### src/rtl/down_sampler_pkg.sv
// Shared types and sizing helpers for the 2:1 octave down-sampler.
package ds_pkg;

  typedef enum logic [1:0] {
    S_IDLE = 2'd0,
    S_KEEP = 2'd1,
    S_DROP = 2'd2
  } state_t;

  localparam int DEF_IN_WIDTH  = 1600;
  localparam int DEF_IN_HEIGHT = 1200;
  localparam int DEF_PIX_W     = 8;

  // Bits needed to count 0..n-1, never less than one.
  function automatic int clog2(input int n);
    int r;
    r = 1;
    for (int i = 31; i >= 1; i--) begin
      if ((longint'(1) << i) >= longint'(n)) r = i;
    end
    return r;
  endfunction

endpackage

### src/rtl/down_sampler_if.sv
// FIFO-side signal bundle of the down-sampler: upstream pop port and downstream push port.
interface down_sampler_if #(parameter int PIX_W = 8);
  // Upstream: rd_en pops when the FIFO is non-empty; din is qualified by valid one
  // cycle later. Downstream: valid_out is the push strobe; out_full leaves 2 entries spare.
  logic [PIX_W-1:0] din;
  logic             valid;
  logic             empty;
  logic             rd_en;
  logic             out_full;
  logic [PIX_W-1:0] dout;
  logic             valid_out;
  logic             frame_done;

  modport master (
    output din, valid, empty, out_full,
    input  rd_en, dout, valid_out, frame_done
  );

  modport slave (
    input  din, valid, empty, out_full,
    output rd_en, dout, valid_out, frame_done
  );
endinterface

### src/rtl/ds_raster_counter.sv
// Raster column/row counter with end-of-row and end-of-frame flags; advances on adv.
module ds_raster_counter
  import ds_pkg::*;
#(
  parameter  int WIDTH  = DEF_IN_WIDTH,
  parameter  int HEIGHT = DEF_IN_HEIGHT,
  localparam int CW     = clog2(WIDTH),
  localparam int RW     = clog2(HEIGHT)
) (
  input  logic          clk,
  input  logic          rst,
  input  logic          adv,
  output logic [CW-1:0] col,
  output logic [RW-1:0] row,
  output logic          eol,
  output logic          eof
);

  assign eol = (col == CW'(WIDTH - 1));
  assign eof = eol && (row == RW'(HEIGHT - 1));

  always_ff @(posedge clk) begin
    if (rst) begin
      col <= '0;
      row <= '0;
    end else if (adv) begin
      if (eol) begin
        col <= '0;
        row <= eof ? '0 : row + RW'(1);
      end else begin
        col <= col + CW'(1);
      end
    end
  end

endmodule

### src/rtl/down_sampler.sv
// 2:1 decimator in both axes for the octave pyramid.
// Define DOWN_SAMPLER_AVG_EN to average horizontal pixel pairs instead of picking the even one.
module down_sampler
  import ds_pkg::*;
#(
  parameter  int IN_WIDTH  = DEF_IN_WIDTH,
  parameter  int IN_HEIGHT = DEF_IN_HEIGHT,
  parameter  int PIX_W     = DEF_PIX_W,
  localparam int CW        = clog2(IN_WIDTH),
  localparam int RW        = clog2(IN_HEIGHT)
) (
  input  logic           clk,
  input  logic           rst,
  down_sampler_if.slave  bus,
  output state_t         state_dbg,
  output logic [CW-1:0]  col_dbg,
  output logic [RW-1:0]  row_dbg
);

  state_t        state_q, state_d;
  logic [CW-1:0] col;
  logic [RW-1:0] row;
  logic          eol, eof;
  logic          keep_pix;

  ds_raster_counter #(.WIDTH(IN_WIDTH), .HEIGHT(IN_HEIGHT)) u_cnt (
    .clk (clk),
    .rst (rst),
    .adv (bus.valid),
    .col (col),
    .row (row),
    .eol (eol),
    .eof (eof)
  );

  // Pop whenever there is data and the downstream has headroom for the in-flight pixel.
  assign bus.rd_en = !rst && !bus.empty && !bus.out_full;

  assign state_dbg = state_q;
  assign col_dbg   = col;
  assign row_dbg   = row;

  always_ff @(posedge clk) begin
    if (rst) state_q <= S_IDLE;
    else     state_q <= state_d;
  end

  always_comb begin
    state_d = state_q;
    if (bus.valid) begin
      unique case (state_q)
        S_IDLE:  state_d = S_KEEP;
        S_KEEP:  if (eol) state_d = S_DROP;
        S_DROP:  if (eol) state_d = eof ? S_IDLE : S_KEEP;
        default: state_d = S_IDLE;
      endcase
    end
  end

  // S_IDLE's first pixel is row 0, col 0, so it belongs to a kept row.
  assign keep_pix = bus.valid && (state_q != S_DROP);

`ifdef DOWN_SAMPLER_AVG_EN
  logic [PIX_W-1:0] hold_q;
  logic [PIX_W:0]   pair_sum;

  assign pair_sum = {1'b0, hold_q} + {1'b0, bus.din} + (PIX_W+1)'(1);

  always_ff @(posedge clk) begin
    if (rst) begin
      hold_q         <= '0;
      bus.dout       <= '0;
      bus.valid_out  <= 1'b0;
      bus.frame_done <= 1'b0;
    end else begin
      bus.frame_done <= bus.valid && eof;
      bus.valid_out  <= 1'b0;
      if (keep_pix) begin
        if (!col[0]) begin
          hold_q <= bus.din;
        end else begin
          bus.dout      <= pair_sum[PIX_W:1];
          bus.valid_out <= 1'b1;
        end
      end
    end
  end
`else
  always_ff @(posedge clk) begin
    if (rst) begin
      bus.dout       <= '0;
      bus.valid_out  <= 1'b0;
      bus.frame_done <= 1'b0;
    end else begin
      bus.frame_done <= bus.valid && eof;
      bus.valid_out  <= 1'b0;
      if (keep_pix && !col[0]) begin
        bus.dout      <= bus.din;
        bus.valid_out <= 1'b1;
      end
    end
  end
`endif

endmodule

### src/flat_wrapper.sv
// flat-port wrapper written by rule: the top's interface ports become plain ports
module down_sampler_flat import ds_pkg::*;
#(
  parameter  int IN_WIDTH  = DEF_IN_WIDTH,
  parameter  int IN_HEIGHT = DEF_IN_HEIGHT,
  parameter  int PIX_W     = DEF_PIX_W,
  localparam int CW        = clog2(IN_WIDTH),
  localparam int RW        = clog2(IN_HEIGHT)
)
  (clk, rst, state_dbg, col_dbg, row_dbg, bus_din, bus_valid, bus_empty, bus_out_full, bus_rd_en, bus_dout, bus_valid_out, bus_frame_done);
  down_sampler_if #(.PIX_W(PIX_W)) bus_i ();
  input  logic clk;
  input  logic rst;
  output state_t state_dbg;
  output logic [CW-1:0] col_dbg;
  output logic [RW-1:0] row_dbg;
  input wire logic [$bits(bus_i.din)-1:0] bus_din;
  input wire logic [$bits(bus_i.valid)-1:0] bus_valid;
  input wire logic [$bits(bus_i.empty)-1:0] bus_empty;
  input wire logic [$bits(bus_i.out_full)-1:0] bus_out_full;
  output wire logic [$bits(bus_i.rd_en)-1:0] bus_rd_en;
  output wire logic [$bits(bus_i.dout)-1:0] bus_dout;
  output wire logic [$bits(bus_i.valid_out)-1:0] bus_valid_out;
  output wire logic [$bits(bus_i.frame_done)-1:0] bus_frame_done;
  assign bus_i.din = bus_din;
  assign bus_i.valid = bus_valid;
  assign bus_i.empty = bus_empty;
  assign bus_i.out_full = bus_out_full;
  assign bus_rd_en = bus_i.rd_en;
  assign bus_dout = bus_i.dout;
  assign bus_valid_out = bus_i.valid_out;
  assign bus_frame_done = bus_i.frame_done;
  down_sampler #(.IN_WIDTH(IN_WIDTH), .IN_HEIGHT(IN_HEIGHT), .PIX_W(PIX_W)) u_core (.clk(clk), .rst(rst), .bus(bus_i), .state_dbg(state_dbg), .col_dbg(col_dbg), .row_dbg(row_dbg));
endmodule
### config.mk
export PLATFORM = sky130hd
export DESIGN_NAME = down_sampler_flat
export DESIGN_NICKNAME = d
export VERILOG_FILES = /design/src/rtl/down_sampler_pkg.sv /design/src/rtl/down_sampler_if.sv /design/src/rtl/ds_raster_counter.sv /design/src/rtl/down_sampler.sv /design/src/flat_wrapper.sv
export SDC_FILE = /design/constraint.sdc
export NUM_CORES = 1
export LEC_CHECK = 0
export CELL_PAD_IN_SITES_DETAIL_PLACEMENT = 1
export CELL_PAD_IN_SITES_GLOBAL_PLACEMENT = 1
export CORE_ASPECT_RATIO = 1.25
export CORE_MARGIN = 1.5
export CORE_UTILIZATION = 48
export DETAILED_ROUTE_END_ITERATION = 10
export DONT_BUFFER_PORTS = 1
export PLACE_DENSITY = 0.78
export SLEW_MARGIN = 30
export SYNTH_ARGS = -nofsm -noshare
export SYNTH_HDL_FRONTEND = slang
export SYNTH_SLANG_ARGS = --single-unit
export TNS_END_PERCENT = 100
### constraint.sdc
create_clock -name clk -period 4.4 [get_ports clk]
set_clock_uncertainty 0.2 [all_clocks]
set_input_delay 0.88 -clock clk [delete_from_list [all_inputs] [get_ports clk]]
set_output_delay 0.88 -clock clk [all_outputs]
set_load 0.1 [all_outputs]
==> results.json, run 1 <==
{
  "status": "complete, no violations",
  "antenna_violating_nets_post_route": 0,
  "synth.yosys.seq_area_share_pct": 42.8,
  "critical_path.reg2reg.startpoint": "u_core.u_cnt.col[0]",
  "reg2reg_depth": 5,
  "area_delta_synth_final_pct": 14.4,
  "coreArea_um2": 3190,
  "layout-drive-gt1-share_pct": 18.5,
  "clock_sinks": 34,
  "detailroute.via_count": 1408,
  "use_met1_pct": 24.8,
  "maxClockFrequency_mhz": 366,
  "finalCritPeriodShare_pct": 62.1,
  "finalSetupViolCount": 0,
  "drv_cap": 0,
  "chipHeight_um": 67.4,
  "detail_route.wl_per_cell_um": 17.0,
  "antenna_cells": 0,
  "postSynthNetCount": 197,
  "postSynth.asyncResetShare_pct": 0,
  "tritoncts_clock_tree": "yes",
  "holdWs_ps": 378,
  "main_combinational_cell_family_by_area_after_synthesis": "simple AND/OR/NAND/NOR gates",
  "path_cells": "ha_1 -> nand3_1 -> or4_4 -> or4_1 -> a21oi_1",
  "critical_path_required_ps": 4410,
  "crit_path_dat_ps": 2750,
  "synth_compound_gate_area_share_pct": 8.10,
  "hold_path_end": "u_core.u_cnt.row[0]",
  "cts-root-to-sink-buffers": 2,
  "detail_route.vias_per_cell": 6.07,
  "postCtsSetupRepairBufs": 0,
  "synth-warning-count": 0,
  "fin_setup_tns_ps": 0,
  "slew_violations": 0,
  "synth_register_bits": 34,
  "grt_overflow": 0,
  "hold_path.class": "register to register",
  "critical_path.slowest_cell": "dfxtp_2",
  "slew_headroom_pct": 31.8,
  "finalCriticalPeriod_ps": 2730,
  "number_of_nets_at_the_end_of_the_flow": 210,
  "timing.final.hold_violations": 0,
  "design_power_total_uw": 622,
  "edff_count_synth": 0,
  "grt_start_max_net_pins": 33,
  "grt_pass1_vias": 1400,
  "clkSlewWorstSetupHoldPaths_ps": 60,
  "layout_commonest_cell": "dfxtp_1",
  "cts.repair.resized": 0,
  "detail_route.first_pass.iterations": 4,
  "critical_path.max_stage_delay_ps": 720,
  "initial_core_utilization_pct": 49.8,
  "synth_cell_type_count": 39,
  "clk-insertion-delay-late_ps": 280,
  "io_pins": 48,
  "setup_slack_of_the_most_critical_reg_to_reg_path_ps": 1670,
  "die_area_um2": 3670,
  "synth_mux_area_share_pct": 5.66,
  "antenna_found_initial": 0,
  "mappedNetlistArea_um2": 1590,
  "io_buffers": 0,
  "cts_hold_buf": 0,
  "cp-start-kind": "register",
  "dominantRegCellSynth": "dfxtp_1",
  "synthXorXnorAreaFrac_pct": 4.96,
  "dpl.hpwl_um": 2950,
  "initialDrtViolationCount": 36,
  "grt.total_usage_pct": 24.2,
  "synth_simple_gate_area_share_pct": 33.3,
  "numCtsBuffers": 5,
  "std_cell_rows": 23,
  "worstSetupEndpointType": "register",
  "total_leakage_power_uw": 0.000644,
  "post_synth.cell_area_avg_um2": 8.74,
  "worst_vdd_rail_ir_drop_uv": 282,
  "chipWidth_um": 54.5,
  "power_density_nw_per_um2": 342,
  "hold_start": "u_core.u_cnt.row[0]",
  "total_drc_errors_in_the_routed_layout": 0,
  "clock_tree.htree_level_count": 2,
  "routed_wire_length_um": 3940,
  "yosys.area_share.adder_pct": 1.57,
  "worstPathMaxFanout": 12,
  "synth_cells": 182,
  "reg2reg_to": "u_core.u_cnt.row[6]",
  "rsz_0062_raised_after_global_routing": "false",
  "crit_type": "register to register",
  "use_met3_pct": 9.07,
  "cell_at_the_root_of_the_clock_tree": "clkbuf_8",
  "gr-max-usage-layer": "met2",
  "grt_pass1_wl_um": 6280,
  "gpl.final_weighted_congestion": 0.742,
  "timing.hold.worst_path_depth": 2,
  "timing_worst_slew_pin_value_ps": 1020,
  "final_cell_mix": "dfxtp_1, nor2_1, buf_4",
  "grt_use_met2_pct": 43.2
}
-- cell families after synthesis --
family | after synthesis
muxes | 9
AOI/OAI and AO/OA | 22
and+or+nand+nor | 93
adders and majority gates | 2
buffers and inverters | 13
xor gates and xnor gates | 9
DFF | 34
-- layer usage --
metal  wire, um  part of all wire [%]
met5          0                     0
met4         42                   1.1
met3        216                   5.5
met2       2090                    53
met1       1590                    40
-- state kept, by name, indices dropped and copies added (netlist names) --
register,count
u_core.bus.dout,8
u_core.u_cnt.row,11
u_core.bus.frame_done,1
u_core.state_dbg,2
u_core.u_cnt.col,11
u_core.bus.valid_out,1
-- stage by stage --
step                cells  cell area [um^2]  setup slack, ps  util, %
finish                232              1820             1670     57.0
detailed placement    225              1740             1690     54.5
CTS                   232              1820             1670     56.9
floorplan             182              1590              165        -
global route          232              1820             1540     57.0
global placement      225              1730             1380     54.2
-- layout make-up --
| type | instances | area [um^2] |
|---|---|---|
| Fill cell | 387 | 1380 |
| Tap cell | 37 | 46.3 |
| Sequential cell | 34 | 693 |
| Clock buffer | 7 | 76.3 |
| Inverter | 5 | 18.8 |
| Multi-Input combinational cell | 135 | 862 |
| Timing Repair Buffer | 14 | 123 |
-- worst max path at each step --
stage / start / endpoint / slack, ps / cells past startpoint
2_1_floorplan: rst / bus_rd_en / 170 / 2
3_3_place_gp: u_core.u_cnt.col[0] / u_core.u_cnt.row[4] / 1380 / 5
3_5_place_dp: u_core.u_cnt.col[0] / u_core.u_cnt.row[6] / 1690 / 5
4_1_cts: u_core.u_cnt.col[0] / u_core.u_cnt.row[6] / 1670 / 5
5_1_grt: u_core.u_cnt.col[0] / u_core.u_cnt.row[4] / 1540 / 5
6_report: u_core.u_cnt.col[0] / u_core.u_cnt.row[6] / 1670 / 5
-- critical path, delay by kind of cell, from the launching register on --
family          cells  cell delay, ps
fa+ha+maj           1             320
simple gates        3            1280
compound gates      1             140
flops               1             720
-- synthesized netlist by cell type, drive strengths merged (3+ instances only) --
| library cell | count | area share [%] |
|---|---|---|
| and3 | 5 | 2.0 |
| mux2i | 9 | 5.7 |
| clkbuf | 5 | 1.3 |
| inv | 5 | 1.2 |
| xnor2 | 5 | 2.8 |
| o21ai | 6 | 1.9 |
| nand3 | 12 | 3.8 |
| a31oi | 4 | 1.6 |
| a21oi | 7 | 2.2 |
| nor4 | 3 | 1.2 |
| nand2b | 4 | 1.6 |
| or3 | 4 | 1.6 |
| or4 | 5 | 2.6 |
| xor2 | 4 | 2.2 |
| nor2b | 3 | 1.2 |
| buf | 3 | 1.2 |
| dfxtp | 34 | 43 |
| nor2 | 17 | 4.0 |
| nand2 | 10 | 2.4 |
| nor3 | 11 | 3.5 |
| nand4 | 7 | 2.8 |
-- where the power goes --
group	leakage, uW	switching [uW]	internal (uW)
clock	0.0000383	102	109
sequential	0.000281	55.4	316
combinational	0.000324	26.3	14.1
Note: power is estimated with default switching activity, not from simulation.
==> run 2: changes to the inputs <==
--- a/config.mk
+++ b/config.mk
@@ -9,10 +9,10 @@
 export CELL_PAD_IN_SITES_GLOBAL_PLACEMENT = 1
 export CORE_ASPECT_RATIO = 1.25
 export CORE_MARGIN = 1.5
-export CORE_UTILIZATION = 48
+export CORE_UTILIZATION = 40
 export DETAILED_ROUTE_END_ITERATION = 10
 export DONT_BUFFER_PORTS = 1
-export PLACE_DENSITY = 0.78
+export PLACE_DENSITY = 0.69
 export SLEW_MARGIN = 30
 export SYNTH_ARGS = -nofsm -noshare
 export SYNTH_HDL_FRONTEND = slang
==> constraint.sdc (replaced) <==
create_clock -name clk -period 2.5 [get_ports clk]
set_clock_uncertainty 0.2 [all_clocks]
set_input_delay 0.5 -clock clk [delete_from_list [all_inputs] [get_ports clk]]
set_output_delay 0.5 -clock clk [all_outputs]
set_load 0.1 [all_outputs]
==> results.json, run 2 (synthesis gave the netlist of run 1 again) <==
{
  "finalCriticalPeriod_ps": 2310,
  "grt_overflow": 0,
  "cts-root-to-sink-buffers": 2,
  "swShare_pct": 30.8,
  "postCtsSetupRepairBufs": 0,
  "sequentialPowerShare_pct": 47.7,
  "total_drc_errors_in_the_routed_layout": 0,
  "cts_hold_buf": 0,
  "switching_power_uw": 363,
  "io_buffers": 0,
  "clkSlewWorstSetupHoldPaths_ps": 70,
  "chipWidth_um": 59.4,
  "chipHeight_um": 73.5,
  "placement.setup.worst_slack_ps": 220,
  "antenna_cells": 0,
  "tritoncts_clock_tree": "yes",
  "antenna_violating_nets_post_route": 0,
  "use_met1_pct": 26.3,
  "worstPathMaxFanout": 12,
  "layout_commonest_cell": "buf_4",
  "initialDrtViolationCount": 62,
  "grt_pass1_wl_um": 7750,
  "slew_violations": 0,
  "hold_path.class": "input pin to register",
  "layout.core_utilization_pct": 54.1,
  "numCtsBuffers": 5,
  "finalCritPeriodShare_pct": 92.2,
  "worstSetupEndpointType": "register",
  "cp-start-kind": "register",
  "crit_type": "register to register",
  "dpl.hpwl_um": 3460,
  "clock_tree.htree_level_count": 2,
  "timing_worst_slew_pin_value_ps": 556,
  "crit_path_dat_ps": 2330,
  "layout-drive-gt1-share_pct": 30.2,
  "final_cell_mix": "buf_4, dfxtp_1, nor2_1",
  "cell_internal_power_uw": 814,
  "coreArea_um2": 3780,
  "finalSetupViolCount": 0,
  "design_power_total_uw": 1180,
  "gr-max-usage-layer": "met2",
  "biggestRegsByFlops": "u_core.u_cnt.col: 11 flops, u_core.u_cnt.row: 11 flops, u_core.bus.dout: 8 flops",
  "initial_core_utilization_pct": 42.0,
  "grt_pass1_vias": 1575,
  "post-place-cells": 268,
  "cell_at_the_root_of_the_clock_tree": "clkbuf_8",
  "antenna_found_initial": 0,
  "detailroute.via_count": 1521,
  "power_density_nw_per_um2": 574,
  "cts.repair.resized": 0,
  "maxClockFrequency_mhz": 434,
  "detail_route.vias_per_cell": 5.51,
  "std_cell_rows": 25,
  "slew_headroom_pct": 62.6,
  "rsz_0062_raised_after_global_routing": "false",
  "power.share.combinational_pct": 15.3,
  "post-route-worst-setup-slack_ps": 194,
  "critical_path_required_ps": 2520,
  "detail_route.first_pass.iterations": 4,
  "layout.filler_cells": 450,
  "grt_use_met2_pct": 43.3,
  "detail_route.wl_per_cell_um": 17.5,
  "status": "complete, no violations",
  "timing.final.hold_violations": 0,
  "share_clk_of_total_power_pct": 37.0,
  "routed_wire_length_um": 4830,
  "use_met3_pct": 5.63,
  "die_area_um2": 4370,
  "io_pins": 48,
  "clock_sinks": 34,
  "grt.total_usage_pct": 24.0,
  "holdWs_ps": 71.8,
  "post_layout_nonfiller_instances": 276,
  "worst_vdd_rail_ir_drop_uv": 530,
  "number_of_nets_at_the_end_of_the_flow": 236,
  "clk-insertion-delay-late_ps": 290,
  "drv_cap": 0,
  "gpl.final_weighted_congestion": 0.901,
  "grt_start_max_net_pins": 33,
  "total_leakage_power_uw": 0.000785,
  "area_delta_synth_final_pct": 28.9
}
run 2: cell types whose count changed in the layout (fill, tap and decap cells not counted), moves of 2 or more:
cell      delta
buf_4       +27
dfxtp_1      -3
dfxtp_4      +3
clkbuf_1     -2
run 2: final timing paths:
check	startpoint	endpoint	slack, ps	cells past startpoint
min	rst	u_core.u_cnt.row[1]	70	1
max reg2reg	u_core.u_cnt.col[7]	u_core.u_cnt.row[4]	190	4
min reg2reg	u_core.u_cnt.row[6]	u_core.u_cnt.row[6]	350	2
max	u_core.u_cnt.col[7]	u_core.u_cnt.row[4]	190	4
run 2: critical path, stage by stage, from the launching register on:
cell and delay [ps]:
dfxtp_2 370, or4b_4 530, or4_4 500, or4_1 490
a21oi_1 150
run 2: metrics by stage:
stage	TNS, ps	instance area [um^2]
floorplan	-105	1620
global placement	0	1950
detailed placement	0	1950
CTS	0	2050
global route	0	2050
finish	0	2050
run 2: area by class of cell:
| cell class | count | area [um^2] | share of cell area, % |
|---|---|---|---|
| multi-input cells | 135 | 863 | 42.1 |
| flip-flops and latches | 34 | 704 | 34.4 |
| repair buffers | 40 | 300 | 14.7 |
| clock buffers | 6 | 82.6 | 4.03 |
| well taps | 54 | 67.6 | 3.30 |
| inverters | 5 | 18.8 | 0.916 |
| clock inverters | 2 | 12.5 | 0.610 |
run 2: layer usage:
metal  share of wire, %  vias up
met5                  0        -
met4                1.9        0
met3                3.4        8
met2                 55       38
met1                 40      739
li1                   -      736
run 2: power groups by stage:
stage | Clock (uW) | Combinational (uW) | Sequential (uW)
floorplan | 0 | 42.9 | 683
global placement | 0 | 176 | 573
detailed placement | 0 | 180 | 574
CTS | 444 | 181 | 562
global route | 472 | 186 | 563
finish | 436 | 180 | 561
==> run 3: changes to the inputs <==
--- a/config.mk
+++ b/config.mk
@@ -12,9 +12,10 @@
 export CORE_UTILIZATION = 40
 export DETAILED_ROUTE_END_ITERATION = 10
 export DONT_BUFFER_PORTS = 1
-export PLACE_DENSITY = 0.69
+export PLACE_DENSITY = 0.7
 export SLEW_MARGIN = 30
 export SYNTH_ARGS = -nofsm -noshare
 export SYNTH_HDL_FRONTEND = slang
+export SYNTH_HIERARCHICAL = 1
 export SYNTH_SLANG_ARGS = --single-unit
 export TNS_END_PERCENT = 100
==> results.json, run 3 <==
{
  "crit_type": "register to register",
  "coreArea_um2": 3820,
  "initial_core_utilization_pct": 42.0,
  "grt_overflow": 0,
  "hold_path.class": "input pin to register",
  "drv_cap": 0,
  "chipWidth_um": 59.6,
  "post-route-worst-setup-slack_ps": 249,
  "layout.core_utilization_pct": 53.5,
  "synth_compound_gate_area_share_pct": 13.9,
  "slew_violations": 0,
  "dpl.hpwl_um": 3360,
  "antenna_violating_nets_post_route": 0,
  "synth-warning-count": 6,
  "layout-drive-gt1-share_pct": 33.3,
  "final_cell_mix": "buf_4, dfxtp_1, a21oi_1",
  "detail_route.first_pass.iterations": 4,
  "total_leakage_power_uw": 0.000763,
  "cts_hold_buf": 0,
  "clk-insertion-delay-late_ps": 290,
  "biggestRegsByFlops": "u_core/u_cnt/col: 11 flops, u_core/u_cnt/row: 11 flops, u_core/bus.dout: 8 flops",
  "cts-root-to-sink-buffers": 2,
  "holdWs_ps": 57.8,
  "io_buffers": 0,
  "gpl.final_weighted_congestion": 0.795,
  "std_cell_rows": 25,
  "io_pins": 48,
  "placement.setup.worst_slack_ps": 284,
  "fin_setup_tns_ps": 0,
  "layout.filler_cells": 465,
  "timing_worst_slew_pin_value_ps": 505,
  "synth.yosys.seq_area_share_pct": 42.5,
  "synth_top_area_share_pct": 42.5,
  "finalCriticalPeriod_ps": 2250,
  "mappedNetlistArea_um2": 1600,
  "synth_simple_gate_area_share_pct": 31.8,
  "crit_path_dat_ps": 2280,
  "yosysMostFrequentCell": "dfxtp_1",
  "die_area_um2": 4400,
  "worstSetupEndpointType": "register",
  "antenna_found_initial": 0,
  "clock_sinks": 34,
  "multi_input_area_um2": 858,
  "grt_start_max_net_pins": 22,
  "rsz_0062_raised_after_global_routing": "false",
  "synth_register_bits": 34,
  "finalSetupViolCount": 0,
  "cp-start-kind": "register",
  "initialDrtViolationCount": 45,
  "synth_area_leaders": "dfxtp_1, a21oi_1, o21ai_0",
  "synthXorXnorAreaFrac_pct": 5.46,
  "ff_latch_area_um2": 707,
  "total_drc_errors_in_the_routed_layout": 0,
  "edff_count_synth": 0,
  "antenna_cells": 0,
  "cell_at_the_root_of_the_clock_tree": "clkbuf_8",
  "synth_top_area_cell": "dfxtp_1",
  "grt_pass1_vias": 1631,
  "finalCritPeriodShare_pct": 90.0,
  "critical_path_required_ps": 2530,
  "dominantRegCellSynth": "dfxtp_1",
  "post_synth.cell_area_avg_um2": 8.48,
  "postSynth.asyncResetShare_pct": 0,
  "grt_pass1_wl_um": 7310,
  "slew_headroom_pct": 66.2,
  "area_delta_synth_final_pct": 27.4,
  "yosys.area_share.adder_pct": 1.56,
  "postSynthNetCount": 204,
  "detail_route.vias_per_cell": 5.61,
  "synth_cell_type_count": 40,
  "detail_route.wl_per_cell_um": 16.3,
  "chipHeight_um": 73.8,
  "tritoncts_clock_tree": "yes",
  "worst_vdd_rail_ir_drop_uv": 321,
  "clkSlewWorstSetupHoldPaths_ps": 80,
  "status": "complete, no violations",
  "detailroute.via_count": 1565,
  "grt.total_usage_pct": 22.1,
  "timing.final.hold_violations": 0,
  "yosys-top-cells-count": "dfxtp_1, a21oi_1, nand2_1",
  "synth_mux_area_share_pct": 0,
  "number_of_nets_at_the_end_of_the_flow": 239,
  "numCtsBuffers": 5,
  "postCtsSetupRepairBufs": 0,
  "maxClockFrequency_mhz": 444,
  "worstPathMaxFanout": 12,
  "design_power_total_uw": 1190,
  "synth_cells": 189,
  "routed_wire_length_um": 4560,
  "clock_tree.htree_level_count": 2,
  "cts.repair.resized": 0,
  "main_combinational_cell_family_by_area_after_synthesis": "simple AND/OR/NAND/NOR gates",
  "layout_commonest_cell": "buf_4",
  "power_density_nw_per_um2": 582
}
## run 3: cell types whose count changed in the layout (fill, tap and decap cells not counted), sizes merged, moves of 4 or more
cell	previous run	this run
o21ai	6	14
buf	40	36
nor2	17	13
or3b	0	11
a21oi	7	18
mux2i	9	0
nand2	10	15
nor3	11	5
## run 3: final timing paths
| kind | cells past startpoint | startpoint | to | slack, ps |
|---|---|---|---|---|
| max | 4 | u_core/u_cnt/col[6] | u_core/u_cnt/row[3] | 250 |
| min | 1 | rst | u_core/u_cnt/row[0] | 60 |
| max reg2reg | 4 | u_core/u_cnt/col[6] | u_core/u_cnt/row[3] | 250 |
| min reg2reg | 2 | u_core/bus.dout[7] | u_core/bus.dout[7] | 270 |
## run 3: metrics by stage
step / area, um^2 / std cells
2_1_floorplan: 1640 / 189
6_report: 2040 / 279
5_1_grt: 2040 / 279
3_3_place_gp: 1930 / 271
4_1_cts: 2040 / 279
3_5_place_dp: 1930 / 271
## run 3: cell type report
| type | instances | area share (%) |
|---|---|---|
| Clock buffer | 6 | 4.60 |
| Multi-Input combinational cell | 139 | 42.0 |
| Sequential cell | 34 | 34.6 |
| Tap cell | 54 | 3.31 |
| Timing Repair Buffer | 36 | 13.2 |
| Inverter | 8 | 1.47 |
| Clock inverter | 2 | 0.735 |
## run 3: layer usage
| layer | global-route usage, % | vias up | share of wire, % |
|---|---|---|---|
| li1 | - | 744 | - |
| met1 | 24.4 | 771 | 38 |
| met2 | 39.7 | 41 | 55 |
| met3 | 4.23 | 9 | 5.2 |
| met4 | 10.4 | 0 | 2.0 |
| met5 | 0 | - | 0 |
## run 3: critical path, stage by stage (launching register included)
cell and delay [ps]:
dfxtp_4 350, or3b_4 400, or4_4 620, or3_2 470
a21oi_1 140
## run 3: cell families (layout without fill, tap and decap cells)
family | after synthesis | in the layout
buf+inv | 16 | 52
compound gates | 41 | 41
xor+xnor | 10 | 10
fa+ha+maj | 2 | 2
flops | 34 | 34
simple gates | 86 | 86
## run 3: power by group
part	switching [uW]	leakage (uW)	internal, uW
clock network	222	0.0000486	256
logic	120	0.000431	32.6
registers	6.32	0.000284	550
